<file path="config.mk">
export PLATFORM = sky130hd
export DESIGN_NAME = adc_responder_flat
export DESIGN_NICKNAME = d
export VERILOG_FILES = /design/src/rtl/adc_resp_pkg.sv /design/src/rtl/adc_responder_if.sv /design/src/rtl/adc_resp_fifo.sv /design/src/rtl/adc_responder.sv /design/src/flat_wrapper.sv
export SDC_FILE = /design/constraint.sdc
export NUM_CORES = 1
export LEC_CHECK = 0
export ABC_AREA = 1
export BUFFER_PORTS_ARGS = -buffer_cell sky130_fd_sc_hd__buf_2
export CORE_ASPECT_RATIO = 0.8
export CORE_MARGIN = 2
export CORE_UTILIZATION = 35
export DETAILED_ROUTE_END_ITERATION = 8
export HOLD_SLACK_MARGIN = 0.06
export PLACE_DENSITY = 0.58
export SYNTH_ARGS = -nofsm -noshare
export SYNTH_HDL_FRONTEND = slang
export SYNTH_SLANG_ARGS = --single-unit
export TNS_END_PERCENT = 50
</file>
<file path="constraint.sdc">
create_clock -name clk -period 6 [get_ports clk]
set_input_delay 0.3 -clock clk [delete_from_list [all_inputs] [get_ports clk]]
set_output_delay 0.3 -clock clk [all_outputs]
set_load 0.01 [all_outputs]
</file>
<file path="src/rtl/adc_resp_pkg.sv">
// adc_resp_pkg: types and constants shared by the ADC responder slice.
//   adc_resp_state_t : frame-serving FSM states
//   ADC_EOF_MARKER   : value on dat that ends a frame
//   ADC_CLAMP_VALUE  : stored in place of 8'hFF samples when clamping is enabled
package adc_resp_pkg;

  typedef enum logic [2:0] {
    IDLE      = 3'd0,
    ARM       = 3'd1,
    WAIT_REQ  = 3'd2,
    SERVE     = 3'd3,
    WAIT_DROP = 3'd4,
    DONE      = 3'd5
  } adc_resp_state_t;

  localparam logic [7:0] ADC_EOF_MARKER  = 8'hFF;
  localparam logic [7:0] ADC_CLAMP_VALUE = 8'hFE;

endpackage

</file>
<file path="src/rtl/adc_responder_if.sv">
// adc_responder_if: bundles the sample front-end and consumer handshake.
//   smp_valid/smp_data : front-end sample strobe and value (into the responder)
//   req                : consumer request level (into the responder)
//   start              : one-cycle "frame ready" pulse
//   rdy/dat            : one-cycle read strobe and the sample or EOF marker
//   len                : constant frame length
//   ovf                : sticky overflow flag
// Modports: master = front-end/consumer side, slave = responder side.
interface adc_responder_if;
  logic       smp_valid;
  logic [7:0] smp_data;
  logic       req;
  logic       start;
  logic       rdy;
  logic [7:0] dat;
  logic [7:0] len;
  logic       ovf;

  modport master (
    output smp_valid, smp_data, req,
    input  start, rdy, dat, len, ovf
  );

  modport slave (
    input  smp_valid, smp_data, req,
    output start, rdy, dat, len, ovf
  );
endinterface

</file>
<file path="src/rtl/adc_resp_fifo.sv">
// adc_resp_fifo: DEPTH-entry sample FIFO with first-word-fall-through read.
//   clk, rst   : clock, synchronous active-high reset (pointers and count only)
//   push/wdata : write strobe and data; ignored while full
//   pop        : read strobe; ignored while empty
//   rdata      : current head entry
//   count      : occupancy, $clog2(DEPTH)+1 bits
//   full/empty : occupancy flags
// DEPTH must be a power of two so the pointers wrap by plain overflow.
module adc_resp_fifo #(
  parameter int DEPTH  = 32,
  parameter int DATA_W = 8
) (
  input  logic                       clk,
  input  logic                       rst,
  input  logic                       push,
  input  logic [DATA_W-1:0]          wdata,
  input  logic                       pop,
  output logic [DATA_W-1:0]          rdata,
  output logic [$clog2(DEPTH):0]     count,
  output logic                       full,
  output logic                       empty
);
  localparam int AW = $clog2(DEPTH);
  localparam int CW = AW + 1;

  logic [DATA_W-1:0] mem [DEPTH];
  logic [AW-1:0]     wr_ptr;
  logic [AW-1:0]     rd_ptr;
  logic              push_ok;
  logic              pop_ok;

  assign full    = (count == CW'(DEPTH));
  assign empty   = (count == '0);
  // A push while full is dropped even if a pop frees a slot this cycle.
  assign push_ok = push && !full;
  assign pop_ok  = pop && !empty;
  assign rdata   = mem[rd_ptr];

  always_ff @(posedge clk) begin
    if (rst) begin
      wr_ptr <= '0;
      rd_ptr <= '0;
      count  <= '0;
    end else begin
      if (push_ok) wr_ptr <= wr_ptr + AW'(1);
      if (pop_ok)  rd_ptr <= rd_ptr + AW'(1);
      unique case ({push_ok, pop_ok})
        2'b10:   count <= count + CW'(1);
        2'b01:   count <= count - CW'(1);
        default: count <= count;
      endcase
    end
  end

  // Storage carries no reset; only the pointers decide what is valid.
  always_ff @(posedge clk) begin
    if (push_ok) mem[wr_ptr] <= wdata;
  end

endmodule

</file>
<file path="src/rtl/adc_responder.sv">
// adc_responder: buffers ADC samples and serves them as LEN-sample frames
// over a req/rdy handshake, each frame closed by the 8'hFF marker.
//   clk : clock
//   rst : synchronous active-high reset; abandons any frame in progress
//   bus : adc_responder_if.slave (smp_valid, smp_data, req -> start, rdy,
//         dat, len, ovf)
// Parameters: DEPTH (FIFO entries, power of two), LEN (samples per frame,
// 1..DEPTH).
// Build option: define ADC_RESP_CLAMP_EN to store 8'hFF samples as 8'hFE so
// only the end-of-frame marker carries 8'hFF.
module adc_responder
  import adc_resp_pkg::*;
#(
  parameter int DEPTH = 32,
  parameter int LEN   = 16
) (
  input  logic           clk,
  input  logic           rst,
  adc_responder_if.slave bus
);
  localparam int             CW    = $clog2(DEPTH) + 1;
  localparam logic [CW-1:0]  LEN_C = CW'(LEN);

  adc_resp_state_t state, state_nxt;
  logic [CW-1:0]   served;
  logic            mark_sent;
  logic [7:0]      dat_q;
  logic            ovf_q;

  logic [7:0]      wdata;
  logic [7:0]      fifo_rdata;
  logic [CW-1:0]   fifo_count;
  logic            fifo_full;
  logic            fifo_empty;
  logic            serve_data;
  logic            pop;
  logic            start_c;
  logic            rdy_c;
  logic [7:0]      dat_c;

`ifdef ADC_RESP_CLAMP_EN
  assign wdata = (bus.smp_data == ADC_EOF_MARKER) ? ADC_CLAMP_VALUE : bus.smp_data;
`else
  assign wdata = bus.smp_data;
`endif

  // Until LEN samples have gone out, a SERVE cycle carries data; after that
  // it carries the marker.
  assign serve_data = (served < LEN_C);
  assign pop        = (state == SERVE) && serve_data && !fifo_empty;

  adc_resp_fifo #(
    .DEPTH  (DEPTH),
    .DATA_W (8)
  ) u_fifo (
    .clk   (clk),
    .rst   (rst),
    .push  (bus.smp_valid),
    .wdata (wdata),
    .pop   (pop),
    .rdata (fifo_rdata),
    .count (fifo_count),
    .full  (fifo_full),
    .empty (fifo_empty)
  );

  always_ff @(posedge clk) begin
    if (rst) state <= IDLE;
    else     state <= state_nxt;
  end

  always_comb begin
    state_nxt = state;
    unique case (state)
      IDLE:      if (fifo_count >= LEN_C) state_nxt = ARM;
      ARM:       state_nxt = WAIT_REQ;
      WAIT_REQ:  if (bus.req) state_nxt = SERVE;
      SERVE:     state_nxt = WAIT_DROP;
      // Waiting for req to fall keeps one req assertion to one rdy.
      WAIT_DROP: if (!bus.req) state_nxt = mark_sent ? DONE : WAIT_REQ;
      DONE:      state_nxt = IDLE;
      default:   state_nxt = IDLE;
    endcase
  end

  always_comb begin
    start_c = (state == ARM);
    rdy_c   = (state == SERVE);
    dat_c   = dat_q;
    if (state == SERVE) dat_c = serve_data ? fifo_rdata : ADC_EOF_MARKER;
  end

  always_ff @(posedge clk) begin
    if (rst) begin
      served    <= '0;
      mark_sent <= 1'b0;
      dat_q     <= '0;
      ovf_q     <= 1'b0;
    end else begin
      if (state == ARM) begin
        served    <= '0;
        mark_sent <= 1'b0;
      end
      if (state == SERVE) begin
        dat_q <= dat_c;
        if (serve_data) served    <= served + CW'(1);
        else            mark_sent <= 1'b1;
      end
      if (bus.smp_valid && fifo_full) ovf_q <= 1'b1;
    end
  end

  assign bus.start = start_c;
  assign bus.rdy   = rdy_c;
  assign bus.dat   = dat_c;
  assign bus.len   = 8'(LEN);
  assign bus.ovf   = ovf_q;

endmodule

</file>
<file path="src/flat_wrapper.sv">
// flat-port wrapper written by rule: the top's interface ports become plain ports
module adc_responder_flat import adc_resp_pkg::*;
#(
  parameter int DEPTH = 32,
  parameter int LEN   = 16
)
  (clk, rst, bus_smp_valid, bus_smp_data, bus_req, bus_start, bus_rdy, bus_dat, bus_len, bus_ovf);
  adc_responder_if bus_i ();
  input  logic clk;
  input  logic rst;
  input wire logic [$bits(bus_i.smp_valid)-1:0] bus_smp_valid;
  input wire logic [$bits(bus_i.smp_data)-1:0] bus_smp_data;
  input wire logic [$bits(bus_i.req)-1:0] bus_req;
  output wire logic [$bits(bus_i.start)-1:0] bus_start;
  output wire logic [$bits(bus_i.rdy)-1:0] bus_rdy;
  output wire logic [$bits(bus_i.dat)-1:0] bus_dat;
  output wire logic [$bits(bus_i.len)-1:0] bus_len;
  output wire logic [$bits(bus_i.ovf)-1:0] bus_ovf;
  assign bus_i.smp_valid = bus_smp_valid;
  assign bus_i.smp_data = bus_smp_data;
  assign bus_i.req = bus_req;
  assign bus_start = bus_i.start;
  assign bus_rdy = bus_i.rdy;
  assign bus_dat = bus_i.dat;
  assign bus_len = bus_i.len;
  assign bus_ovf = bus_i.ovf;
  adc_responder #(.DEPTH(DEPTH), .LEN(LEN)) u_core (.clk(clk), .rst(rst), .bus(bus_i));
endmodule
</file>
**After elaboration in Yosys (flattened, before gate mapping)**

Memory sizes are Yosys's and may differ from the RTL's. A register that Yosys moved wholly into a read port is not among the register bits.
Cells that the tools add are included.

- Word-level logic and storage cells: 55
- Memories: 1
- Register bits after elaboration: 35
- RAM bits: 256
- Output and inout bits: 19

Memory list:

| memory | depth | width | read ports | clocked after memory_dff | wr ports | line | text |
|---|---|---|---|---|---|---|---|
| u_core.u_fifo.mem | 32 | 8 | 1 | 1 | 1 | adc_resp_fifo.sv:26 | `logic [DATA_W-1:0] mem [DEPTH];` |

- Order comparisons: 2
- Eq/ne operators: 10
- Reduce and logical (&&, ||, !) cells: 11
- Mux-type cells: 18
- Add/sub/neg operators: 5

Operator list:

| kind | count |
|---|---|
| 2-to-1 mux 6 bit | 3 |
| 2-to-1 mux 8 bit | 2 |
| one-hot mux 3 bit (5 select lines) | 1 |
| adder 6 x 1 -> 6 bit, second input constant | 2 |
| 2-to-1 mux 3 bit | 4 |
| one-hot mux 6 bit (2 select lines) | 1 |
| adder 5 x 1 -> 5 bit, second input constant | 2 |
| 2-to-1 mux 5 bit | 2 |
| equality test 3 x 2 -> 1 bit, second input constant | 2 |
| equality test 6 bit, second input constant | 1 |
| greater-or-equal comparator 6 x 5 -> 1 bit, second input constant | 1 |
| logical NOT 6 bit | 1 |
| < comparator 6 x 5 -> 1 bit, second input constant | 1 |
| subtractor 6 x 1 -> 6 bit, second input constant | 1 |
| logical AND 1 bit | 5 |
| 2-to-1 mux 1 bit | 5 |
| inequality test 2 bit, second input constant | 2 |
| equality test 3 x 1 -> 1 bit, second input constant | 1 |
| equality test 3 bit, second input constant | 1 |
| logical NOT 3 bit | 1 |
| AND reduction 3 bit | 1 |
| equality test 2 x 1 -> 1 bit, second input constant | 1 |
| equality test 2 bit, second input constant | 1 |
| logical NOT 1 bit | 2 |
| other kinds (2) | 2 |

**Longest topological paths before layout**

Gate-level depths: netlist (run 1).

- Word-level depth: 6
- Depth in mapped cells: 14

**Hierarchy**

A second synthesis (run 1) with hierarchy kept.

- Cells, all modules: 1185
- Area, all modules: 12498.2 µm²

By module, submodules not included:

| module | area each (µm²) | cells an instance | times used |
|---|---|---|---|
| adc_resp_fifo | 11553.6 | 1046 | 1 |
| adc_responder | 944.7 | 139 | 1 |

**Worst setup path after synthesis (run 1)**

OpenSTA, ideal clock, no wires.

- Path kind: reg2reg
- From: register u_core.state[1]
- To: register u_core.u_fifo.count[5]
- Path buffers: 0
- Slack: 3.963 ns
- Arrival: 1.928 ns
- Stages on the path, launching flop included: 14
- Cell sequence: dfxtp_1 -> nand2_2 -> nor2_8 -> nand2_4 -> nor2_8 -> ha_1 -> xor2_1 -> nand4_1 -> nand3_1 -> nand2_1 -> nand3_1 -> nand3_1 -> nand2_1 -> inv_1

- Word-level cells in the longest chain between the ends: 6
- Elaborated cells on any way between the ends: 8

Ends and longest elaborated chain:

| what | line | text |
|---|---|---|
| start: declaration | adc_responder.sv:24 | `adc_resp_state_t state, state_nxt;` |
| start signal: assignment | adc_responder.sv:69 | `else state <= state_nxt;` |
| equality test 3 x 2 -> 1 bit (*) | -- |  |
| named net bus_rdy | flat_wrapper.sv:15 | `output wire logic [$bits(bus_i.rdy)-1:0] bus_rdy;` |
| logical AND 1 bit (*) (2 in a row) | adc_responder.sv:50 | `assign pop = (state == SERVE) && serve_data && !fifo_empty;` |
| logical AND 1 bit (*) | adc_resp_fifo.sv:36 | `assign pop_ok = pop && !empty;` |
| named net u_core.u_fifo.pop_ok | adc_resp_fifo.sv:30 | `logic pop_ok;` |
| equality test 2 x 1 -> 1 bit / equality test 2 bit (equally long branches) | adc_resp_fifo.sv:47 | `unique case ({push_ok, pop_ok})` |
| one-hot mux 6 bit (2 select lines) / nonzero test 2 bit (equally long branches) | -- |  |
| end signal: assignment | adc_resp_fifo.sv:48 | `2'b10: count <= count + CW'(1);` |
| end signal: assignment | adc_resp_fifo.sv:49 | `2'b01: count <= count - CW'(1);` |
| end signal: assignment | adc_resp_fifo.sv:50 | `default: count <= count;` |
| end: declaration | adc_resp_fifo.sv:19 | `output logic [$clog2(DEPTH):0] count,` |

Mark *: on every way through the listed nets, which the timed path passes. The rest lies on a longest branch.
A chain may end at the register's enable or synchronous reset.

==> flow_summary.toml, run 1 <==
[yosys]
yosysWarnings = 0
synthArstFlopShare_pct = 0
yosysSeqAreaShare_pct = 68.7
synth_area_um2 = 12400
synthCells = 1077
ys_types = 41
yosys_most_used_dff = "edfxtp_1"
synth-seq-cells = 296
avgSynthCellArea_um2 = 11.5
synth_area_leaders = "edfxtp_1, nor2_1, dfxtp_1"
synth_edf_count = 256
yosys.area.top_type = "edfxtp_1"
netlist.area_leader.share_pct = 62.2

[hold_path]
worstHoldPathCells = 5
min_path_type = "in -> reg"
worstHoldStart = "bus_req"
holdPathEnd = "u_core.state[0]"

[timing]
period_needed_ns = 3.66
max-slew-margin-rel_pct = 35.3
rsz0062_at_grt = "false"
finalClockSkew_ns = 0.0103
hold_viol = 0
tns_ns = 0
maxClockFrequency_ghz = 0.273
worstMarginPinSlew_ns = 0.970
slew_violations = 0
fin_crit_sh_pct = 61.1
fin_hold_ws_ns = 0.143
setup_violations = 0

[place]
gp_routability_congestion = 0.813
dp_hpwl_mm = 18.0
port_buffers = 22

[final_layout]
nets = 1097
drive_gt1_share_pct = 9.09
n_fill_cell = 3344
syn2layout_area_growth_pct = 10.4
mostFrequentLayoutCells = "nor2_1, edfxtp_1, o21ai_0"
antennaDiodeCount = 0
layout_commonest_cell = "nor2_1"

[global_routing]
grt-ovfl-total = 0
antenna_found_initial = 0
grtUsageTotal_pct = 16.4
grt_pass1_wl_mm = 46.1
grt_max_degree = 88
grt_pass1_vias = 7565

[setup_path]
critical_path_required_ns = 5.70
worst-r2r-setup-slack_ns = 3.21
cp_max_fo = 87
critical_path_class = "reg -> out"
reg2reg_to = "u_core.dat_q[2]"
reg2reg_depth = 10
cp-end-kind = "primary output"
worstPathArrival_ns = 3.36
crit_path_start_kind = "flip-flop"

[drt]
wire_per_inst_um = 19.2
drt_iter0_drc = 786
via_per_inst = 5.05
dr.pass1.iters = 7
final_antenna_net_count = 0
drc = 0
wirelength_mm = 30.1
vias = 7931

[clock_network]
post_cts_resized = 0
root_buffer = "clkbuf_16"
clk_latency_ns = 0.57
clock-sinks = 296
cts.clk_slew.worst_paths_ns = 0.06
post_cts_buffers = 0
cts_buffers = 29
cts_tree = "done"
cts.htree.levels = 1
clk_path_buf_depth = 3

[power]
power_density_nw_per_um2 = 340
ir_drop_uv = 245
power.leakage_nw = 4.68

[status]
status = "completed"

[floorplanning]
fp.dieH_um = 172
start_util_pct = 35.6
boundaryPins = 31
die-area_um2 = 36800
core_um2 = 34700
num_rows = 61
die_w_um = 214

[job]
drv_cap = 0
==> per-stage QoR <==
| stage | power, mW | instances | instance area [um2] | setup slack [ns] | util [%] |
|---|---|---|---|---|---|
| 2_1_floorplan | 2.80 | 1083 | 12400 | 3.96 | - |
| 3_3_place_gp | 2.98 | 1517 | 12800 | 2.92 | 36.7 |
| 3_5_place_dp | 2.98 | 1517 | 12800 | 2.92 | 36.7 |
| 4_1_cts | 4.66 | 1572 | 13600 | 2.33 | 39.3 |
| 5_1_grt | 4.82 | 1572 | 13600 | 2.02 | 39.3 |
| 6_report | 4.63 | 1572 | 13600 | 2.34 | 39.3 |
==> cell usage after synthesis, types with 2 or more instances <==
| cell type | number |
|---|---|
| buf_6 | 4 |
| clkbuf_2 | 5 |
| inv_2 | 3 |
| nand3_1 | 58 |
| buf_4 | 12 |
| a21oi_1 | 15 |
| clkbuf_1 | 26 |
| a211oi_1 | 3 |
| o21ai_1 | 25 |
| inv_1 | 44 |
| nor3b_1 | 3 |
| nor2_1 | 261 |
| nand2_1 | 64 |
| nor4_1 | 2 |
| buf_2 | 18 |
| o21ai_0 | 119 |
| nand4_1 | 3 |
| ha_1 | 8 |
| xor2_1 | 5 |
| conb_1 | 2 |
| xnor2_1 | 3 |
| nand2_4 | 2 |
| dfxtp_1 | 40 |
| nor3_1 | 4 |
| nor2_2 | 2 |
| edfxtp_1 | 256 |
| nor2_8 | 2 |
| o211ai_1 | 65 |
| or2_2 | 8 |
| nand2_2 | 4 |
==> registers in the layout, indices dropped and copies added, names as in the netlist, named ones only <==
signal	flops
u_core.state	3
u_core.served	6
u_core.mark_sent	1
u_core.u_fifo.count	6
u_core.u_fifo.rd_ptr	5
u_core.u_fifo.mem	256
u_core.bus.ovf	1
u_core.u_fifo.wr_ptr	5
u_core.dat_q	8
==> power by group <==
part | leakage (nW) | internal, mW | switching (mW)
Combinational | 1.61 | 0.182 | 0.407
Sequential | 2.63 | 2.29 | 0.0680
Clock | 0.430 | 0.920 | 0.768
==> worst max path at each step <==
stage	from	end	cells after the start
finish	flip-flop	bus_dat[1]	10
global route	flip-flop	bus_dat[4]	11
CTS	flip-flop	bus_dat[3]	10
detailed placement	flip-flop	bus_dat[3]	10
global placement	flip-flop	bus_dat[4]	11
floorplan	u_core.state[1]	u_core.u_fifo.count[5]	13
==> cell families after synthesis <==
| family | synth area share (%) |
|---|---|
| compound gates | 11.0 |
| xor+xnor | 0.567 |
| fa+ha+maj | 0.810 |
| buf+inv | 4.59 |
| flops | 68.7 |
| other cells | 0.0608 |
| simple gates | 14.3 |
==> metal layers <==
| metal | track usage (%) | wire length (um) | part of all wire, % |
|---|---|---|---|
| met1 | 25.4 | 14900 | 50 |
| met2 | 23.2 | 12200 | 41 |
| met3 | 3.69 | 2370 | 7.9 |
| met4 | 3.68 | 617 | 2.0 |
| met5 | 0 | 0 | 0 |
==> layout make-up <==
cell class	instances	area [um2]	area share, %
Timing Repair Buffer	31	180	1.32
Sequential cell	296	8500	62.3
Clock buffer	41	791	5.80
Tap cell	472	591	4.33
Inverter	48	181	1.33
Clock inverter	13	73.8	0.541
Multi-Input combinational cell	671	3320	24.4
==> what timing repair did <==
item                                    4_1_cts  5_1_grt
endpoints found under the hold margin         1        0
endpoints found under the setup margin        0        0
hold buffers                                  1        0
==> worst max-delay path: stages (launching register included) <==
cell	delay, ns
dfxtp_4	0.98
buf_4	0.55
o21ai_0	0.17
o211ai_1	0.32
nand3_1	0.19
nand2_1	0.11
nand2_1	0.05
nand3_1	0.12
nand2_1	0.08
inv_1	0.05
buf_2	0.12
Power figures use the tool's default switching activity.
==> run 2, diff against run 1 <==
- PLACE_DENSITY: 0.58 -> 0.59
- clock period: 6 -> 3 ns (I/O delays scaled with it)
==> flow_summary.toml, run 2 (synthesis results as in run 1) <==
[setup_path]
cp-end-kind = "primary output"
reg2reg_from = "u_core.u_fifo.count[2]"
reg2reg_to = "u_core.u_fifo.mem[13][1]"
critical_path_required_ns = 2.85
critical_path_class = "reg -> out"
worst-r2r-setup-slack_ns = 0.66
cp_max_fo = 32
crit_path_start_kind = "flip-flop"
reg2reg_depth = 6
crit_path_end = "bus_dat[5]"
worstPathArrival_ns = 2.68

[drt]
final_antenna_net_count = 0
wire_per_inst_um = 19.0
via_per_inst = 5.06
dr.pass1.iters = 5
wl_met2_mm = 13.0
wirelength_mm = 30.6
route.met3.wl_mm = 2.29
top_layer = "met4"
drc = 0
met1_length_mm = 14.7
vias = 8151
drt_iter0_drc = 991

[floorplanning]
num_rows = 61
core_um2 = 34700
start_util_pct = 35.6
fp.dieH_um = 172
die_w_um = 214
boundaryPins = 31
die-area_um2 = 36800

[place]
dp_hpwl_mm = 18.1
gp_routability_congestion = 0.797
placed_cell_area_um2 = 13000
port_buffers = 22

[global_routing]
grt_pass1_wl_mm = 46.5
grt-ovfl-total = 0
grt_pass1_vias = 7629
grtUsageTotal_pct = 16.4
antenna_found_initial = 0
grt_max_degree = 129

[power]
p_sw_share_pct = 26.4
clkPwrFrac_pct = 37.6
ir_drop_uv = 445
combPwrFrac_pct = 13.8
p_int_mw = 7.06
power.leakage_nw = 4.93
p_seq_share_pct = 48.6
p_sw_mw = 2.53
power_density_nw_per_um2 = 681

[timing]
worstMarginPinSlew_ns = 0.812
rsz0062_at_grt = "false"
finalClockSkew_ns = 0.0131
fin_crit_sh_pct = 94.5
max-slew-margin-rel_pct = 45.8
period_needed_ns = 2.83
tns_ns = 0
slew_violations = 0
maxClockFrequency_ghz = 0.353
hold_viol = 0
setup_violations = 0

[final_layout]
mostFrequentLayoutCells = "nor2_1, edfxtp_1, o21ai_0"
nets = 1134
antennaDiodeCount = 0
largest_registers = "u_core.u_fifo.mem (256), u_core.dat_q (8)"
n_fill_cell = 3289
design_area_um2 = 14100
largest_register = "u_core.u_fifo.mem"
largest_reg_flops = 256
syn2layout_area_growth_pct = 14.0
drive_gt1_share_pct = 11.6
layout_commonest_cell = "nor2_1"

[hold_path]
worstHoldPathCells = 1
min_path_type = "in -> reg"

[job]
drv_cap = 0

[clock_network]
root_buffer = "clkbuf_16"
clk_latency_ns = 0.56
cts_buffers = 31
cts_tree = "done"
clock-sinks = 296
cts.htree.levels = 1
clk_path_buf_depth = 3
cts.clk_slew.worst_paths_ns = 0.06

[status]
status = "completed"
==> run 2: what timing repair did <==
action	CTS	global route
setup endpoints to repair	0	7
setup buffers	0	1
gates resized for setup	0	2
hold endpoints to repair	8	0
hold buffers	4	0
==> run 2: metrics by stage <==
stage	setup WS, ns	total power [mW]	hold slack [ns]	instances	utilization (%)
2_1_floorplan	0.963	5.60	0.229	1083	-
3_3_place_gp	0.681	6.01	0.432	1547	37.5
3_5_place_dp	0.665	6.03	0.440	1547	37.5
4_1_cts	0.0749	9.62	0.192	1609	40.4
5_1_grt	0.0429	9.98	0.191	1611	40.5
6_report	0.166	9.58	0.178	1611	40.5
==> run 2: power groups by stage <==
| stage | Clock [mW] | Combinational (mW) | Sequential [mW] |
|---|---|---|---|
| final | 3.60 | 1.32 | 4.66 |
| after global routing | 3.82 | 1.49 | 4.67 |
| after CTS | 3.66 | 1.29 | 4.66 |
| after detailed placement | 0 | 1.28 | 4.75 |
| after global placement | 0 | 1.26 | 4.75 |
| after floorplan | 0 | 0.891 | 4.71 |
==> run 2: worst min-delay path by stage <==
stage	from	end	slack [ns]
after floorplan	rst	u_core.state[1]	0.23
after global placement	u_core.served[3]	u_core.served[3]	0.43
after CTS	bus_smp_data[5]	u_core.u_fifo.mem[28][5]	0.19
after detailed placement	u_core.served[5]	u_core.served[5]	0.44
final	bus_smp_data[4]	u_core.u_fifo.mem[2][4]	0.18
after global routing	bus_smp_data[4]	u_core.u_fifo.mem[2][4]	0.19
==> run 2: layer usage <==
| layer | vias up | GRT usage [%] |
|---|---|---|
| li1 | 3875 | - |
| met1 | 3950 | 25.0 |
| met2 | 279 | 24.1 |
| met3 | 47 | 2.83 |
| met4 | 0 | 3.77 |
| met5 | - | 0 |
==> run 2: layout make-up <==
class | count | area, um2 | area share [%]
Clock inverter | 16 | 98.8 | 0.702
Clock buffer | 42 | 857 | 6.09
Timing Repair Buffer | 66 | 533 | 3.79
Sequential cell | 296 | 8500 | 60.3
Inverter | 48 | 183 | 1.30
Tap cell | 472 | 591 | 4.19
Multi-Input combinational cell | 671 | 3320 | 23.6
==> run 2: critical path, cell delays in order, from the launching register on <==
cell	delay, ns
dfxtp_1	0.71
inv_1	0.10
buf_4	0.28
o211ai_1	0.27
nand3_1	0.12
nand2_1	0.13
nand2_1	0.07
nand3_1	0.14
nand2_1	0.10
inv_1	0.06
buf_2	0.12
==> run 3, diff against run 2 <==
- CORE_ASPECT_RATIO: 0.8 -> default
==> flow_summary.toml, run 3 (synthesis results as in run 1) <==
[timing]
slew_violations = 0
max-slew-margin-rel_pct = 45.4
hold_viol = 0
finalClockSkew_ns = 0.00900
setup_violations = 0
period_needed_ns = 2.80
fin_crit_sh_pct = 93.4
rsz0062_at_grt = "false"
worstMarginPinSlew_ns = 0.815
tns_ns = 0
maxClockFrequency_ghz = 0.357

[power]
p_sw_mw = 2.42
p_seq_share_pct = 48.6
power.leakage_nw = 4.83
ir_drop_uv = 364
power_density_nw_per_um2 = 688
combPwrFrac_pct = 13.2
p_sw_share_pct = 25.3
clkPwrFrac_pct = 38.2
p_int_mw = 7.14

[clock_network]
root_buffer = "clkbuf_16"
clock-sinks = 296
cts.htree.levels = 1
clk_latency_ns = 0.54
cts_tree = "done"
post_cts_buffers = 0
cts.clk_slew.worst_paths_ns = 0.06
cts_buffers = 30
clk_path_buf_depth = 3

[floorplanning]
start_util_pct = 35.7
fp.dieH_um = 192
die-area_um2 = 36800
die_w_um = 192
num_rows = 68
boundaryPins = 31
core_um2 = 34600

[hold_path]
min_path_type = "in -> reg"

[final_layout]
layout_commonest_cell = "nor2_1"
drive_gt1_share_pct = 10.3
syn2layout_area_growth_pct = 12.5
mostFrequentLayoutCells = "nor2_1, edfxtp_1, o21ai_0"
nets = 1115
largest_reg_flops = 256
antennaDiodeCount = 0
final_util_pct = 40.1
largest_registers = "u_core.u_fifo.mem (256), u_core.dat_q (8)"
largest_register = "u_core.u_fifo.mem"
n_fill_cell = 3241

[setup_path]
critical_path_required_ns = 2.85
cp_max_fo = 128
worstPathArrival_ns = 2.65
slowest_delay_ns = 0.39
crit_path_start_kind = "flip-flop"
crit_top_cell = "nand2_1"
cp-end-kind = "primary output"
cp_cell_sequence = "clkinv_2 > buf_12 > o21ai_0 > o211ai_1 > nand3_1 > nand2_1 > nand2_1 > nand3_1 > nand2_1 > inv_1 > buf_2"
critical_path_class = "reg -> out"
cp_slowest_cell = "buf_12"

[global_routing]
antenna_found_initial = 0
grt_max_degree = 129
grtUsageTotal_pct = 15.8
grt-ovfl-total = 0
grt_pass1_vias = 7565
grt_pass1_wl_mm = 44.7

[drt]
final_antenna_net_count = 0
via_per_inst = 5.08
vias = 7960
wirelength_mm = 28.8
wire_per_inst_um = 18.4
dr.pass1.iters = 5
drc = 0
drt_iter0_drc = 758

[place]
gp_routability_congestion = 0.790
port_buffers = 22
dp_hpwl_mm = 16.8

[job]
drv_cap = 0

[status]
status = "completed"
[run 3: path summary, 6_finish.rpt]
check | from | end | slack (ns) | cells past startpoint
setup / recovery | flip-flop | bus_dat[3] | 0.20 | 11
hold / removal | bus_smp_data[2] | u_core.u_fifo.mem[4][2] | 0.19 | 1
setup reg to reg | u_core.u_fifo.count[2] | u_core.u_fifo.mem[3][3] | 0.66 | 6
hold reg to reg | u_core.served[5] | u_core.served[5] | 0.44 | 2
[run 3: layout make-up]
type	count	area, um2	area share (%)
timing repair buffer	48	367	2.64
clock buffer	42	877	6.31
clock inverter	8	87.6	0.630
sequential	296	8500	61.1
inverter	48	181	1.31
tap	455	569	4.10
multi-input combinational	671	3320	23.9
[run 3: worst max-delay path, delay by kind of cell, from the launching register on]
family,cells,cell delay [ns]
compound gates,2,0.38
buf+inv,4,0.61
flops,1,0.36
simple gates,5,0.62
[run 3: layer usage]
metal  part of all wire [%]  track usage, %  routed length (um)
met1                     45            22.5               13000
met2                     47            25.4               13500
met3                    5.2            1.77                1480
met4                    2.5            4.73                 731
met5                      0               0                   0
[run 3: timing repair]
item | CTS | global route
hold buffers | 3 | 0
hold endpoints to repair | 14 | 0
setup endpoints to repair | 0 | 3
resized for setup | 0 | 1
[run 3: per-stage QoR]
step / std cells / hold slack (ns) / total power, mW / setup slack [ns] / cell area, um2
6_report: 1568 / 0.191 / 9.56 / 0.197 / 13900
5_1_grt: 1568 / 0.198 / 9.95 / 0.0417 / 13900
4_1_cts: 1568 / 0.169 / 9.66 / 0.127 / 13900
3_5_place_dp: 1515 / 0.433 / 6.00 / 0.639 / 12900
3_3_place_gp: 1515 / 0.433 / 5.98 / 0.633 / 12900
2_1_floorplan: 1083 / 0.229 / 5.60 / 0.963 / 12400
[run 3: power by group through the flow]
stage	clock network [mW]	logic (mW)	registers, mW
after global routing	3.87	1.42	4.66
after detailed placement	0	1.27	4.73
after CTS	3.73	1.28	4.65
after global placement	0	1.25	4.73
after floorplan	0	0.891	4.71
final	3.65	1.26	4.65
